===== src/rtl/up_down_limit_counter_pkg.sv =====
// counter_pkg: shared boundary-mode constants and FSM state encoding for
// the up/down limit counter and its step calculator.
package counter_pkg;

  // Boundary behaviour selected by the 2-bit mode input; 2'b11 behaves as wrap.
  localparam logic [1:0] MODE_WRAP    = 2'b00;
  localparam logic [1:0] MODE_SAT     = 2'b01;
  localparam logic [1:0] MODE_ONESHOT = 2'b10;

  // RUN steps normally; HALT is only entered by a one-shot boundary hit.
  typedef enum logic {
    ST_RUN  = 1'b0,
    ST_HALT = 1'b1
  } state_t;

endpackage


===== src/rtl/up_down_limit_step_calc.sv =====
// up_down_limit_step_calc: purely combinational next-count calculation for
// one enabled step, including boundary detection and terminal-count intent.
// Arithmetic is done one bit wider than the count so that carry past the top
// and borrow below zero are both seen as boundary hits.
module up_down_limit_step_calc
  import counter_pkg::*;
#(
  parameter int WIDTH  = 8,
  parameter int STEP_W = 4
) (
  input  logic [WIDTH-1:0]  i_count,
  input  logic [STEP_W-1:0] i_step,
  input  logic              i_up,
  input  logic [WIDTH-1:0]  i_lim_min,
  input  logic [WIDTH-1:0]  i_lim_max,
  input  logic [1:0]        i_mode,
  output logic [WIDTH-1:0]  o_next_count,
  output logic              o_hit_boundary,
  output logic              o_tc_next
);

  logic [WIDTH:0] w_step_ext;
  logic [WIDTH:0] w_sum;
  logic [WIDTH:0] w_diff;
  logic           w_up_hit;
  logic           w_down_hit;

  assign w_step_ext = {{(WIDTH + 1 - STEP_W){1'b0}}, i_step};
  assign w_sum      = {1'b0, i_count} + w_step_ext;
  assign w_diff     = {1'b0, i_count} - w_step_ext;
  // A set top bit on the difference is a borrow, i.e. the step went below zero.
  assign w_up_hit   = (w_sum >= {1'b0, i_lim_max});
  assign w_down_hit = w_diff[WIDTH] || (w_diff[WIDTH-1:0] <= i_lim_min);

  // Select next count and terminal-count intent for the current direction and mode.
  always_comb begin
    o_next_count   = i_count;
    o_hit_boundary = 1'b0;
    o_tc_next      = 1'b0;
    if (i_step == {STEP_W{1'b0}}) begin
      // A zero step never moves the count and never signals a boundary.
      o_next_count   = i_count;
      o_hit_boundary = 1'b0;
      o_tc_next      = 1'b0;
    end else if (i_up) begin
      if (w_up_hit) begin
        o_hit_boundary = 1'b1;
        case (i_mode)
          MODE_SAT: begin
            o_next_count = i_lim_max;
            o_tc_next    = (i_count < i_lim_max);
          end
          MODE_ONESHOT: begin
            o_next_count = i_lim_max;
            o_tc_next    = 1'b1;
          end
          default: begin
            // Wrap and the reserved encoding: land on the limit, then wrap.
            o_next_count = (i_count == i_lim_max) ? i_lim_min : i_lim_max;
            o_tc_next    = 1'b1;
          end
        endcase
      end else begin
        o_next_count = w_sum[WIDTH-1:0];
      end
    end else begin
      if (w_down_hit) begin
        o_hit_boundary = 1'b1;
        case (i_mode)
          MODE_SAT: begin
            o_next_count = i_lim_min;
            o_tc_next    = (i_count > i_lim_min);
          end
          MODE_ONESHOT: begin
            o_next_count = i_lim_min;
            o_tc_next    = 1'b1;
          end
          default: begin
            o_next_count = (i_count == i_lim_min) ? i_lim_max : i_lim_min;
            o_tc_next    = 1'b1;
          end
        endcase
      end else begin
        o_next_count = w_diff[WIDTH-1:0];
      end
    end
  end

endmodule


===== src/rtl/up_down_limit_counter.sv =====
// up_down_limit_counter: parametrised up/down counter with load, programmable
// step and inclusive limits. Boundary handling (wrap / saturate / one-shot)
// lives in the step calculator; this level owns the registers, the
// clear > load > step > hold priority and the one-shot RUN/HALT machine.
module up_down_limit_counter
  import counter_pkg::*;
#(
  parameter int WIDTH  = 8,
  parameter int STEP_W = 4
) (
  input  logic              clk,
  input  logic              reset_n,
  input  logic              enable,
  input  logic              clear,
  input  logic              load,
  input  logic              up,
  input  logic [STEP_W-1:0] step,
  input  logic [WIDTH-1:0]  load_value,
  input  logic [WIDTH-1:0]  lim_min,
  input  logic [WIDTH-1:0]  lim_max,
  input  logic [1:0]        mode,
  output logic [WIDTH-1:0]  count,
  output logic              tc,
  output logic              at_min,
  output logic              at_max,
  output logic              done,
  output logic              cfg_err
);

  state_t           r_state;
  logic [WIDTH-1:0] r_count;
  logic             r_tc;

  logic [WIDTH-1:0] w_next_count;
  logic             w_hit_boundary;
  logic             w_tc_next;
  logic [WIDTH-1:0] w_load_clamped;
  logic             w_cfg_err;

  up_down_limit_step_calc #(
    .WIDTH  (WIDTH),
    .STEP_W (STEP_W)
  ) u_step_calc (
    .i_count        (r_count),
    .i_step         (step),
    .i_up           (up),
    .i_lim_min      (lim_min),
    .i_lim_max      (lim_max),
    .i_mode         (mode),
    .o_next_count   (w_next_count),
    .o_hit_boundary (w_hit_boundary),
    .o_tc_next      (w_tc_next)
  );

  assign w_cfg_err = (lim_min > lim_max);

  // Clamp the load value into the programmed [lim_min, lim_max] window.
  always_comb begin
    w_load_clamped = load_value;
    if (load_value < lim_min) begin
      w_load_clamped = lim_min;
    end else if (load_value > lim_max) begin
      w_load_clamped = lim_max;
    end else begin
      w_load_clamped = load_value;
    end
  end

  // Count, terminal-count and one-shot state registers with command priority.
  always_ff @(posedge clk or negedge reset_n) begin
    if (!reset_n) begin
      r_count <= {WIDTH{1'b0}};
      r_tc    <= 1'b0;
      r_state <= ST_RUN;
    end else if (w_cfg_err) begin
      // Inconsistent limits freeze everything, including clear and load.
      r_tc <= 1'b0;
    end else if (clear) begin
      r_count <= up ? lim_min : lim_max;
      r_tc    <= 1'b0;
      r_state <= ST_RUN;
    end else if (load) begin
      r_count <= w_load_clamped;
      r_tc    <= 1'b0;
      r_state <= ST_RUN;
    end else if (r_state == ST_HALT) begin
      // Halted: enable is ignored; leaving one-shot mode releases the halt.
      r_tc <= 1'b0;
      if (mode != MODE_ONESHOT) begin
        r_state <= ST_RUN;
      end else begin
        r_state <= ST_HALT;
      end
    end else if (enable) begin
      r_count <= w_next_count;
      r_tc    <= w_tc_next;
      if (w_hit_boundary && (mode == MODE_ONESHOT)) begin
        r_state <= ST_HALT;
      end else begin
        r_state <= ST_RUN;
      end
    end else begin
      r_tc <= 1'b0;
    end
  end

  assign count   = r_count;
  assign tc      = r_tc;
  assign done    = (r_state == ST_HALT);
  assign at_min  = (r_count == lim_min);
  assign at_max  = (r_count == lim_max);
  assign cfg_err = w_cfg_err;

endmodule


===== config.mk =====
export PLATFORM = sky130hd
export DESIGN_NAME = up_down_limit_counter
export DESIGN_NICKNAME = d
export VERILOG_FILES = /design/src/rtl/up_down_limit_counter_pkg.sv /design/src/rtl/up_down_limit_step_calc.sv /design/src/rtl/up_down_limit_counter.sv
export SDC_FILE = /design/constraint.sdc
export NUM_CORES = 1
export LEC_CHECK = 0
export ABC_AREA = 1
export BUFFER_PORTS_ARGS = -buffer_cell sky130_fd_sc_hd__buf_2
export CELL_PAD_IN_SITES_DETAIL_PLACEMENT = 1
export CELL_PAD_IN_SITES_GLOBAL_PLACEMENT = 2
export CORE_MARGIN = 1.5
export CORE_UTILIZATION = 28
export DETAILED_ROUTE_END_ITERATION = 10
export HOLD_SLACK_MARGIN = 0.03
export PLACE_DENSITY = 0.86
export SLEW_MARGIN = 20
export SYNTH_ARGS = -nofsm -noshare
export SYNTH_HDL_FRONTEND = slang
export SYNTH_SLANG_ARGS = --single-unit

===== constraint.sdc =====
create_clock -name clk -period 2.8 [get_ports clk]
set_clock_uncertainty 0.05 [all_clocks]
set_input_delay 0.28 -clock clk [delete_from_list [all_inputs] [get_ports clk]]
set_output_delay 0.28 -clock clk [all_outputs]
set_load 0.05 [all_outputs]

### Word-level counts from Yosys, hierarchy flattened

Index checks and enable logic that the tools add are counted.
W data, S select, Z words.

* reduce and logical (&&, ||, !) cells: 6
* muxes and demuxes: 36
* magnitude comparators: 7
* equality and inequality tests: 7
* add/sub/neg operators: 2
* bitwise operators: 1

Operator list (count)
* $mux W8: 15
* $gt A8 B8 Y1: 3
* $mux W1: 21
* $eq A8 B8 Y1: 2
* $lt A8 B8 Y1: 2
* $add A8 B4 Y9: 1
* $ge A9 B8 Y1: 1
* $sub A8 B4 Y9: 1
* $le A8 B8 Y1: 1
* $ne A3 B3 Y1 const B: 2
* $logic_not A4 Y1: 1
* $reduce_and A4 Y1: 1
* $reduce_bool A3 Y1: 1
* $eq A2 B1 Y1 const B: 1
* $eq A2 B2 Y1 const B: 1
* $ne A2 B2 Y1 const B: 1
* $reduce_or A2 Y1: 1
* $logic_and A1 B1 Y1: 1
* $logic_or A1 B1 Y1: 1
* $not A1 Y1: 1

* logic and storage cells: 62
* output and inout bits: 13
* input bits: 36
* register bits after elaboration: 10

### Depth between registers and ports, before layout

Gate-level depths: netlist (run 1).

* depth in word-level cells: 12
* mapped depth: 26
* mapped depth without buffers: 26

### By module

A second synthesis (run 1) with hierarchy kept.

* cells, all modules: 624
* area total of the unflattened synthesis: 3743.6 sq um

By module, submodules not included
* up_down_limit_step_calc: cells each 376, times used 1, sequential area each 0.0 sq um, area each 2109.5 sq um
* up_down_limit_counter: cells each 248, times used 1, sequential area each 250.2 sq um, area each 1634.1 sq um

### Worst setup path before layout (run 1)

No wires, ideal clock.

* path type: register to register
* start point: register r_count[0] (netlist: count[0])
* end point: register r_count[3] (netlist: count[3])
* clock period less this slack: 3258 ps
* path slack: -458 ps
* stages on the path, launching flop included: 26
* path buffers: 1
* data required time: 2637 ps
* data arrival time: 3095 ps
* library setup time: 113 ps
* cell sequence: dfrtp_1 -> inv_1 -> ha_1 -> inv_1 -> fa_1 -> nand2_1 -> inv_1 -> o21ai_0 -> nand2_1 -> nand2_1 -> nand2_1 -> ha_1 -> nand2_1 -> nor2_1 -> nand2_1 -> nor2_1 -> nor2_4 -> nand2_2 -> buf_6 -> nor2_1 -> o21ai_1 -> inv_1 -> nand2_1 -> nand3_1 -> nand2_1 -> inv_1

* cells in the longest elaborated chain, start to end: 10
* elaborated cells on any way between the ends: 19
* classes of those cells: add/sub: 2; order compare: 2; eq/ne: 2; mux: 12; reduce/logical: 1

Ends and longest elaborated chain
* start, declared: RTL line up_down_limit_counter.sv:31 `logic [WIDTH-1:0] r_count;`
* start signal, assigned: RTL line up_down_limit_counter.sv:72 `r_count <= {WIDTH{1'b0}};`
* start signal, assigned: RTL line up_down_limit_counter.sv:79 `r_count <= up ? lim_min : lim_max;`
* start signal, assigned: RTL line up_down_limit_counter.sv:83 `r_count <= w_load_clamped;`
* $sub A8 B4 Y9 (tied with other cells): RTL line up_down_limit_step_calc.sv:30 `assign w_diff = {1'b0, i_count} - w_step_ext;`
* $le A8 B8 Y1 (tied with other cells): RTL line up_down_limit_step_calc.sv:33 `assign w_down_hit = w_diff[WIDTH] || (w_diff[WIDTH-1:0] <= i_lim_min);`
* $logic_or A1 B1 Y1 (tied with other cells): RTL line up_down_limit_step_calc.sv:33
* $mux W8, on equally long branches: RTL line up_down_limit_step_calc.sv:67, up_down_limit_step_calc.sv:46
* $mux W8 (*): RTL line up_down_limit_step_calc.sv:45 `end else if (i_up) begin`
* $mux W8 (*): RTL line up_down_limit_step_calc.sv:40 `if (i_step == {STEP_W{1'b0}}) begin`
* $mux W8 (*): RTL line up_down_limit_counter.sv:94 `end else if (enable) begin`
* $mux W8 (*): RTL line up_down_limit_counter.sv:86 `end else if (r_state == ST_HALT) begin`
* $mux W8 (*): RTL line up_down_limit_counter.sv:82 `end else if (load) begin`
* $mux W8 (*): RTL line up_down_limit_counter.sv:78 `end else if (clear) begin`

Every way passes the cells marked *; elsewhere a longest branch is shown, timed or not. The select of a mux whose other input is x is not followed.
A chain may end at the register's enable or synchronous reset.

### Worst setup path after layout (run 1)

* start point: register r_count[2] (netlist: count[2])
* end point: register r_count[4] (netlist: count[4])

Same word-level chain as after synthesis.

==> impl_metrics.csv, run 1 <==
group,metric,value,unit
grt,grt_pass1_wl,21100,um
final_layout,seq_area,254,sq um
timing,finalSetupTns,-2070,ps
final_layout,diodes,0,
clock_network,cts_tree,"built",
placed_design,placed_cell_area,3970,sq um
critical_path,r2r_slack,-250,ps
placed_design,hpwlAfterDp,10600,um
synth,synthesis.nets,628,
routing,route.detailed.drc,0,
grt,grt.overflow.total,0,
timing,hold_viol,0,
timing,slew_headroom,0.488,
final_layout,nets,731,
placed_design,placed_cells,753,
final_layout,area.growth.synth_to_final,36.0,%
final_layout,final_area,4400,sq um
final_layout,drive_above_1_share,0.311,
synth,synthFlopType,"dfrtp_1",
timing,rsz0062_at_grt,"yes",
critical_path,reg2reg_to,"count[4]",
clock_network,cts_max_path_buffers,2,
synth,synth_area_leaders,"ha_1, nand2_1, inv_1, nand3_1, dfrtp_1",
routing,drt_iter0_markers,178,
run,maxCapViolations,0,
final_layout,multi_input_area,2880,sq um
timing,fin_crit,3050,ps
die,row_count,39,
run_status,run_status,"finished with violations",
grt,grt_pass1_vias,4014,
critical_path,reg2reg_from,"count[2]",
grt,grt_max_degree,25,
synth,ys_types,39,
die,ioPinCount,49,
synth,yosysWarnings,0,
die,die_x,110,um
die,fp.dieArea,12200,sq um
die,initial_core_util,0.286,
synth,synthTopCellsByCount,"nand2_1, inv_1, ha_1",
routing,firstDrtPassIters,4,
clock_network,root_buffer,"clkbuf_16",
placed_design,place.gp.congestion,0.896,
clock_network,htree_levels,1,
die,die_y,110,um
routing,drtAntennaViolNets,0,
synth,synth_most_common_cell,"nand2_1",
final_layout,fillers,1509,
grt,antenna_found_initial,0,
critical_path,crit_path_max_fanout,4,
timing,tightestPinTransition,767,ps
synth,ys_ff_latch,10,
routing,vias_per_cell,5.15,
timing,max_freq,328,MHz
synth,synth_edf_count,0,
power_and_ir_drop,leakagePower,0.00236,uW
clock_network,clkLatencyLatePin,250,ps
critical_path,cp_data_arrival_time,3140,ps
timing,setup_viol,10,
clock_network,cts_buffers,3,
critical_path,reg2reg_depth,21,
routing,routedWlPerCell,17.1,um
clock_network,numClockSinks,10,
power_and_ir_drop,irDropWorstVdd,0.250,mV
critical_path,cp.required,2890,ps
final_layout,final_cells,770,
synth,syn_avg_cell_area,6.16,sq um
run_status,failed_checks,"setup timing",
worst_hold_path,min_path_cells,3,
routing,vias,3964,
worst_hold_path,hp-class,"in -> reg",
synth,synth_area,3240,sq um
synth,netlist_instances,525,
critical_path,critPathLaunchType,"flip-flop",
timing,fin_crit_sh,1.09,
timing,drv_slew,0,
synth,synth_top_area_share,0.251,
critical_path,crit_type,"reg -> reg",
routing,wirelength,13200,um
critical_path,cp-end-kind,"flip-flop",
synth,async_flop_share,1.00,
power_and_ir_drop,power_density,689,nW/um^2
clock_network,path_clk_slew,50,ps
synth,yosysTopAreaCell,"ha_1",
die,core,11300,sq um
timing,setup_ws,-252,ps
worst_hold_path,worstHoldStart,"enable",
timing,hold_slack,278,ps
synth,ys_seq_area_frac,0.0773,
placed_design,portBuffers,48,
grt,grtUsageTotal,0.213,
worst_hold_path,hold_end,"done",
final cells by class:
type | instances | share of cell area
Tap cell | 143 | 0.0407
Clock buffer | 4 | 0.0179
Multi-Input combinational cell | 423 | 0.654
Sequential cell | 10 | 0.0577
Timing Repair Buffer | 106 | 0.158
Inverter | 84 | 0.0717
sequential cells by signal, indices dropped and copies added, names as in the netlist:
register	cells
done	1
tc	1
count	8
worst max-delay path: stages, from the launching register on:
cell and delay [ps]:
dfrtp_2 430, ha_4 300, nand3_1 120, nand2_1 120, nand2_2 70, nand2_1 80, inv_1 50, o21ai_2 140
inv_1 60, ha_1 330, a21oi_2 160, o21a_1 160, nand2_2 100, buf_4 170, nand3_2 70, nand3_1 70
nand2_1 90, inv_1 50, nand2_1 80, nand3_2 100, nand2_1 90, inv_1 40
power by group:
group	total, uW	switching (uW)	internal, uW
logic	2520	1490	1040
clock network	280	87.5	193
registers	228	44.6	184
metrics by stage:
step / utilization / power, uW / setup WS, ps
after floorplan: - / 1530 / -174
after global placement: 0.350 / 2260 / -312
after detailed placement: 0.350 / 2340 / -409
after CTS: 0.375 / 2850 / -267
after global routing: 0.389 / 3300 / -436
final: 0.389 / 3030 / -252
routing by layer:
layer  part of all wire  global-route usage  routed length (um)  vias to the layer above
li1                   -                   -                   -                     1939
met1               0.43               0.263                5690                     1933
met2               0.52               0.394                6800                       70
met3              0.031              0.0203                 411                       22
met4              0.022              0.0530                 285                        0
met5                  0                   0                   0                        -
placed cells by master (no fill, tap or decap), types with 2 or more instances in the layout:
master | netlist | final
nand2_2 | 7 | 18
nor2_1 | 27 | 24
dfrtp_1 | 10 | 7
ha_1 | 65 | 59
o21ai_2 | 0 | 3
dfrtp_2 | 0 | 3
clkbuf_16 | 0 | 3
nand3_2 | 1 | 13
nor2_4 | 3 | 5
nor3_1 | 3 | 3
buf_2 | 3 | 48
a21oi_2 | 2 | 6
nand3b_1 | 2 | 2
o211ai_1 | 10 | 10
buf_4 | 1 | 55
or2_2 | 3 | 2
nor2_2 | 4 | 5
o21ai_0 | 33 | 31
xor2_2 | 0 | 4
a21oi_1 | 37 | 33
ha_4 | 0 | 5
nand2_4 | 1 | 6
nand4_1 | 6 | 6
o21a_1 | 2 | 2
inv_2 | 4 | 8
fa_2 | 0 | 2
inv_1 | 80 | 76
nand2_1 | 140 | 126
nand3_1 | 57 | 44
how the worst max path moves through the flow:
stage | from | endpoint | slack [ps] | depth (start not counted)
after CTS | count[0] | count[0] | -270 | 26
after global routing | count[0] | count[4] | -440 | 20
after global placement | step[0] | count[5] | -310 | 20
after floorplan | count[0] | count[3] | -170 | 25
after detailed placement | step[0] | count[5] | -410 | 19
final | count[2] | count[4] | -250 | 21
cells by family after synthesis:
group | share of synthesized area
flops | 0.0773
compound gates | 0.158
simple gates | 0.363
xor+xnor | 0.0135
buf+inv | 0.125
fa+ha+maj | 0.264
repair_timing:
action | CTS | global route
hold endpoints to repair | 10 | 0
pin swaps | 23 | 30
endpoints found under the setup margin | 10 | 10
gates resized for setup | 28 | 31
hold buffers | 1 | 0
gates cloned | 2 | 0
setup buffers | 7 | 3
(Power assumes the default switching activity.)
==> run 2, diff against run 1 <==
MAX_ROUTING_LAYER = met4   (was default)
==> impl_metrics.csv, run 2 (synthesis gave the netlist of run 1 again) <==
group,metric,value,unit
run_status,run_status,"finished with violations",
run_status,failed_checks,"setup timing",
timing,setup_viol,10,
final_layout,drive_above_1_share,0.314,
routing,vias,4007,
placed_design,hpwlAfterDp,10600,um
routing,drtAntennaViolNets,0,
worst_hold_path,worstHoldStart,"enable",
critical_path,crit_path_start,"count[2]",
routing,wirelength,13200,um
grt,antenna_found_initial,0,
critical_path,cp.required,2890,ps
final_layout,final_core_util,0.389,
grt,grtUsageTotal,0.219,
final_layout,area.growth.synth_to_final,36.0,%
routing,routedWlPerCell,17.1,um
final_layout,mostFrequentLayoutCells,"nand2_1, inv_1, ha_1",
critical_path,worst-path-buf-inv,4,
critical_path,cp_data_arrival_time,3200,ps
timing,rsz0062_at_grt,"yes",
grt,grt_pass1_vias,4018,
routing,firstDrtPassIters,4,
power_and_ir_drop,power_density,692,nW/um^2
power_and_ir_drop,irDropWorstVdd,0.248,mV
placed_design,place.gp.congestion,0.911,
routing,drt_iter0_markers,159,
grt,grt_max_degree,25,
power_and_ir_drop,p_comb_frac,0.834,
critical_path,crit_chain,"ha_4 > nand3_1 > buf_4 > a21oi_1 > o21ai_0 > nand2_1 > ha_1 > a21oi_1 > o21a_1 > nand2_2 > buf_4 > nand3_2 > nand3_1 > nand2_1 > inv_1 > nand2_2 > nand3_2 > nand2_1 > inv_1",
timing,setup_ws,-311,ps
critical_path,cp_slowest_stage_delay,430,ps
grt,grt.overflow.total,0,
final_layout,largest_reg_flops,8,
clock_network,cts_buffers,3,
die,die_y,110,um
timing,hold_viol,0,
timing,fin_crit,3110,ps
power_and_ir_drop,p_seq_frac,0.075,
critical_path,cp-end-kind,"flip-flop",
clock_network,clkLatencyLatePin,250,ps
worst_hold_path,hp-class,"in -> reg",
routing,vias_per_cell,5.20,
timing,max_freq,321,MHz
clock_network,htree_levels,1,
power_and_ir_drop,p_int,1410,uW
die,die_x,110,um
clock_network,cts_tree,"built",
die,fp.dieArea,12200,sq um
timing,slew_headroom,0.496,
die,core,11300,sq um
critical_path,reg2reg_from,"count[2]",
power_and_ir_drop,p_total,3040,uW
grt,grt_pass1_wl,21100,um
power_and_ir_drop,power_frac_clock,0.092,
final_layout,diodes,0,
critical_path,crit_path_max_fanout,4,
run,maxCapViolations,0,
die,ioPinCount,49,
clock_network,path_clk_slew,50,ps
critical_path,crit_top_cell,"nand2_1",
routing,route.detailed.drc,0,
die,initial_core_util,0.286,
die,row_count,39,
timing,fin_crit_sh,1.11,
critical_path,path_delay_family,"simple AND/OR/NAND/NOR gates",
final_layout,final_common_cell,"nand2_1",
clock_network,root_buffer,"clkbuf_16",
power_and_ir_drop,p_sw,1630,uW
placed_design,portBuffers,48,
clock_network,numClockSinks,10,
final_layout,nets,732,
clock_network,cts_max_path_buffers,2,
power_and_ir_drop,switching_share,0.535,
final_layout,fillers,1509,
timing,tightestPinTransition,756,ps
timing,drv_slew,0,
power_and_ir_drop,leakagePower,0.00236,uW
critical_path,crit_slowest_cell,"dfrtp_2",
critical_path,critPathLaunchType,"flip-flop",
critical_path,crit_type,"reg -> reg",
==> run 2: changes by cell type in the layout (fill, tap and decap cells not counted), sizes merged <==
cell / previous run / this run
buf: 105 / 106
==> run 2: power groups by stage <==
| stage | combinational [uW] | sequential, uW | clock, uW |
|---|---|---|---|
| finish | 2540 | 227 | 280 |
| global route | 2790 | 235 | 288 |
| CTS | 2340 | 228 | 280 |
| detailed placement | 2110 | 230 | 0 |
| global placement | 2030 | 227 | 0 |
| floorplan | 1150 | 378 | 0 |
==> run 2: final cells by class <==
class,instances,area (sq um),area share
well taps,143,179,0.0407
multi-input cells,423,2870,0.653
inverters,84,315,0.0717
repair buffers,107,702,0.160
clock buffers,4,78.8,0.0179
flip-flops and latches,10,254,0.0577
==> run 2: timing repair <==
item                                   CTS  global route
cloned                                   2             0
hold buffers                             1             0
resized for setup                       28            31
endpoints found under the hold margin   10             0
setup buffers                            7             4
setup endpoints to repair               10            10
pin swaps                               23            29
==> run 2: stage by stage <==
stage / hold WS [ps] / cell area, sq um / setup TNS (ps) / cells / worst slack, ps
finish: 279 / 4400 / -2520 / 771 / -311
CTS: 268 / 4250 / -2180 / 767 / -267
detailed placement: 125 / 3970 / -3520 / 753 / -409
global route: 290 / 4400 / -3810 / 771 / -435
global placement: 118 / 3970 / -2560 / 753 / -312
floorplan: -65.6 / 3270 / -1100 / 525 / -174
==> run 2: worst min-delay path, cell delays in order <==
cell	delay, ps
buf_2	110
nand4_1	100
a21oi_2	50
==> run 2: worst paths after layout <==
| kind | endpoint | slack, ps | cells past startpoint |
|---|---|---|---|
| worst max-delay path | count[4] | -310 | 19 |
| worst min-delay path | done | 280 | 3 |
| worst max register to register | count[4] | -310 | 19 |
| worst min register to register | done | 510 | 2 |
| max in group asynchronous | count[2] | 2060 | 2 |
| min in group asynchronous | tc | 400 | 2 |
==> run 2: routing by layer <==
metal	vias up	wire length (um)	GRT usage
met5	-	0	-
met4	0	345	0.0573
met3	29	625	0.0214
met2	109	6830	0.392
met1	1928	5420	0.263
li1	1941	-	-
==> run 3, diff against run 2 <==
CORE_MARGIN = 2   (was 1.5)
==> impl_metrics.csv, run 3 (synthesis gave the netlist of run 1 again) <==
group,metric,value,unit
clock_network,cts_buffers,3,
timing,drv_slew,0,
grt,grt_max_degree,25,
placed_design,place.gp.congestion,0.873,
die,die_y,111,um
routing,vias_per_cell,5.10,
grt,grtUsageTotal,0.209,
critical_path,critPathLaunchType,"flip-flop",
placed_design,hpwlAfterDp,10300,um
routing,routedWlPerCell,16.7,um
routing,firstDrtPassIters,4,
timing,setup_viol,10,
die,ioPinCount,49,
die,core,11400,sq um
grt,grt_pass1_vias,4077,
die,fp.dieArea,12400,sq um
critical_path,cp_data_arrival_time,3110,ps
timing,rsz0062_at_grt,"yes",
grt,antenna_found_initial,0,
final_layout,diodes,0,
final_layout,nets,723,
critical_path,crit_path_max_fanout,6,
clock_network,clkLatencyLatePin,250,ps
die,initial_core_util,0.285,
clock_network,cts_max_path_buffers,2,
timing,max_freq,331,MHz
critical_path,crit_type,"reg -> reg",
die,die_x,111,um
run,maxCapViolations,0,
routing,dr_wl_met2,6480,um
clock_network,path_clk_slew,50,ps
routing,met1_length,5590,um
timing,fin_crit,3020,ps
routing,wl_met3,429,um
placed_design,portBuffers,48,
timing,tightestPinTransition,785,ps
clock_network,htree_levels,1,
grt,grt.overflow.total,0,
routing,drtAntennaViolNets,0,
timing,finalSetupTns,-1600,ps
clock_network,numClockSinks,10,
timing,hold_viol,0,
run_status,failed_checks,"setup timing",
critical_path,cp-end-kind,"flip-flop",
timing,slew_headroom,0.476,
final_layout,fillers,1477,
routing,vias,3890,
clock_network,cts_tree,"built",
power_and_ir_drop,power_density,679,nW/um^2
final_layout,largest_reg_flops,8,
clock_network,root_buffer,"clkbuf_16",
worst_hold_path,hp-class,"in -> reg",
power_and_ir_drop,irDropWorstVdd,0.287,mV
routing,wirelength,12700,um
final_layout,final_common_cell,"nand2_1",
routing,route.detailed.drc,0,
final_layout,drive_above_1_share,0.304,
routing,highest_layer,"met4",
die,row_count,39,
run_status,run_status,"finished with violations",
final_layout,final_core_util,0.380,
critical_path,cp.required,2890,ps
routing,drt_iter0_markers,184,
final_layout,area.growth.synth_to_final,33.6,%
final_layout,mostFrequentLayoutCells,"nand2_1, inv_1, ha_1",
power_and_ir_drop,leakagePower,0.00232,uW
timing,setup_ws,-221,ps
grt,grt_pass1_wl,20600,um
timing,fin_crit_sh,1.08,
==> run 3: routing by layer <==
metal | GRT usage | vias up
li1 | - | 1920
met1 | 0.259 | 1897
met2 | 0.376 | 54
met3 | 0.0169 | 19
met4 | 0.0370 | 0
met5 | - | -
==> run 3: report_power, final <==
| group | total [uW] | switching (uW) | internal (uW) |
|---|---|---|---|
| combinational | 2430 | 1430 | 994 |
| sequential | 229 | 45.1 | 184 |
| clock | 280 | 87.5 | 193 |
==> run 3: path summary, 6_finish.rpt <==
path | from | end | slack, ps | depth (start not counted)
worst max-delay path | count[0] | count[4] | -220 | 25
worst min-delay path | enable | done | 280 | 3
worst max register to register | count[0] | count[4] | -220 | 25
worst min register to register | done | done | 510 | 2
max in group asynchronous | reset_n | count[2] | 2020 | 2
min in group asynchronous | reset_n | tc | 410 | 2
==> run 3: critical path, stage by stage, from the launching register on <==
cell	delay (ps)
dfrtp_2	410
inv_2	80
ha_4	120
inv_2	30
fa_2	360
nand2_2	80
inv_2	40
o21ai_2	130
buf_4	140
nand3_4	60
nand2_4	90
ha_4	210
nand2_4	80
nor2_4	40
nand2_2	70
nor2_4	50
nor2_4	190
nand2_4	110
nand2_1	80
nand3_2	80
nand2_2	80
inv_1	40
nand2_1	80
nand3_2	100
nand2_1	90
inv_1	40
==> run 3: timing repair <==
| action | CTS | global route |
|---|---|---|
| endpoints found under the setup margin | 10 | 10 |
| resized for setup | 20 | 38 |
| hold buffers | 1 | 0 |
| cloned | 1 | 0 |
| setup buffers | 4 | 3 |
| pin swaps | 24 | 25 |
| hold endpoints to repair | 10 | 0 |
==> run 3: area by class of cell <==
cell class | count | area, sq um | area share
Clock buffer | 4 | 78.8 | 0.0182
Inverter | 84 | 315 | 0.0729
Multi-Input combinational cell | 422 | 2850 | 0.659
Sequential cell | 10 | 254 | 0.0587
Tap cell | 143 | 179 | 0.0414
Timing Repair Buffer | 99 | 646 | 0.149
==> run 3: metrics by stage <==
stage / hold WS (ps) / setup slack [ps] / total power [uW] / instances / instance area, sq um
2_1_floorplan: -65.6 / -174 / 1530 / 525 / 3270
3_3_place_gp: 129 / -262 / 2230 / 749 / 3940
3_5_place_dp: 145 / -384 / 2310 / 749 / 3940
4_1_cts: 279 / -223 / 2720 / 759 / 4150
5_1_grt: 290 / -425 / 3210 / 762 / 4320
6_report: 280 / -221 / 2940 / 762 / 4320
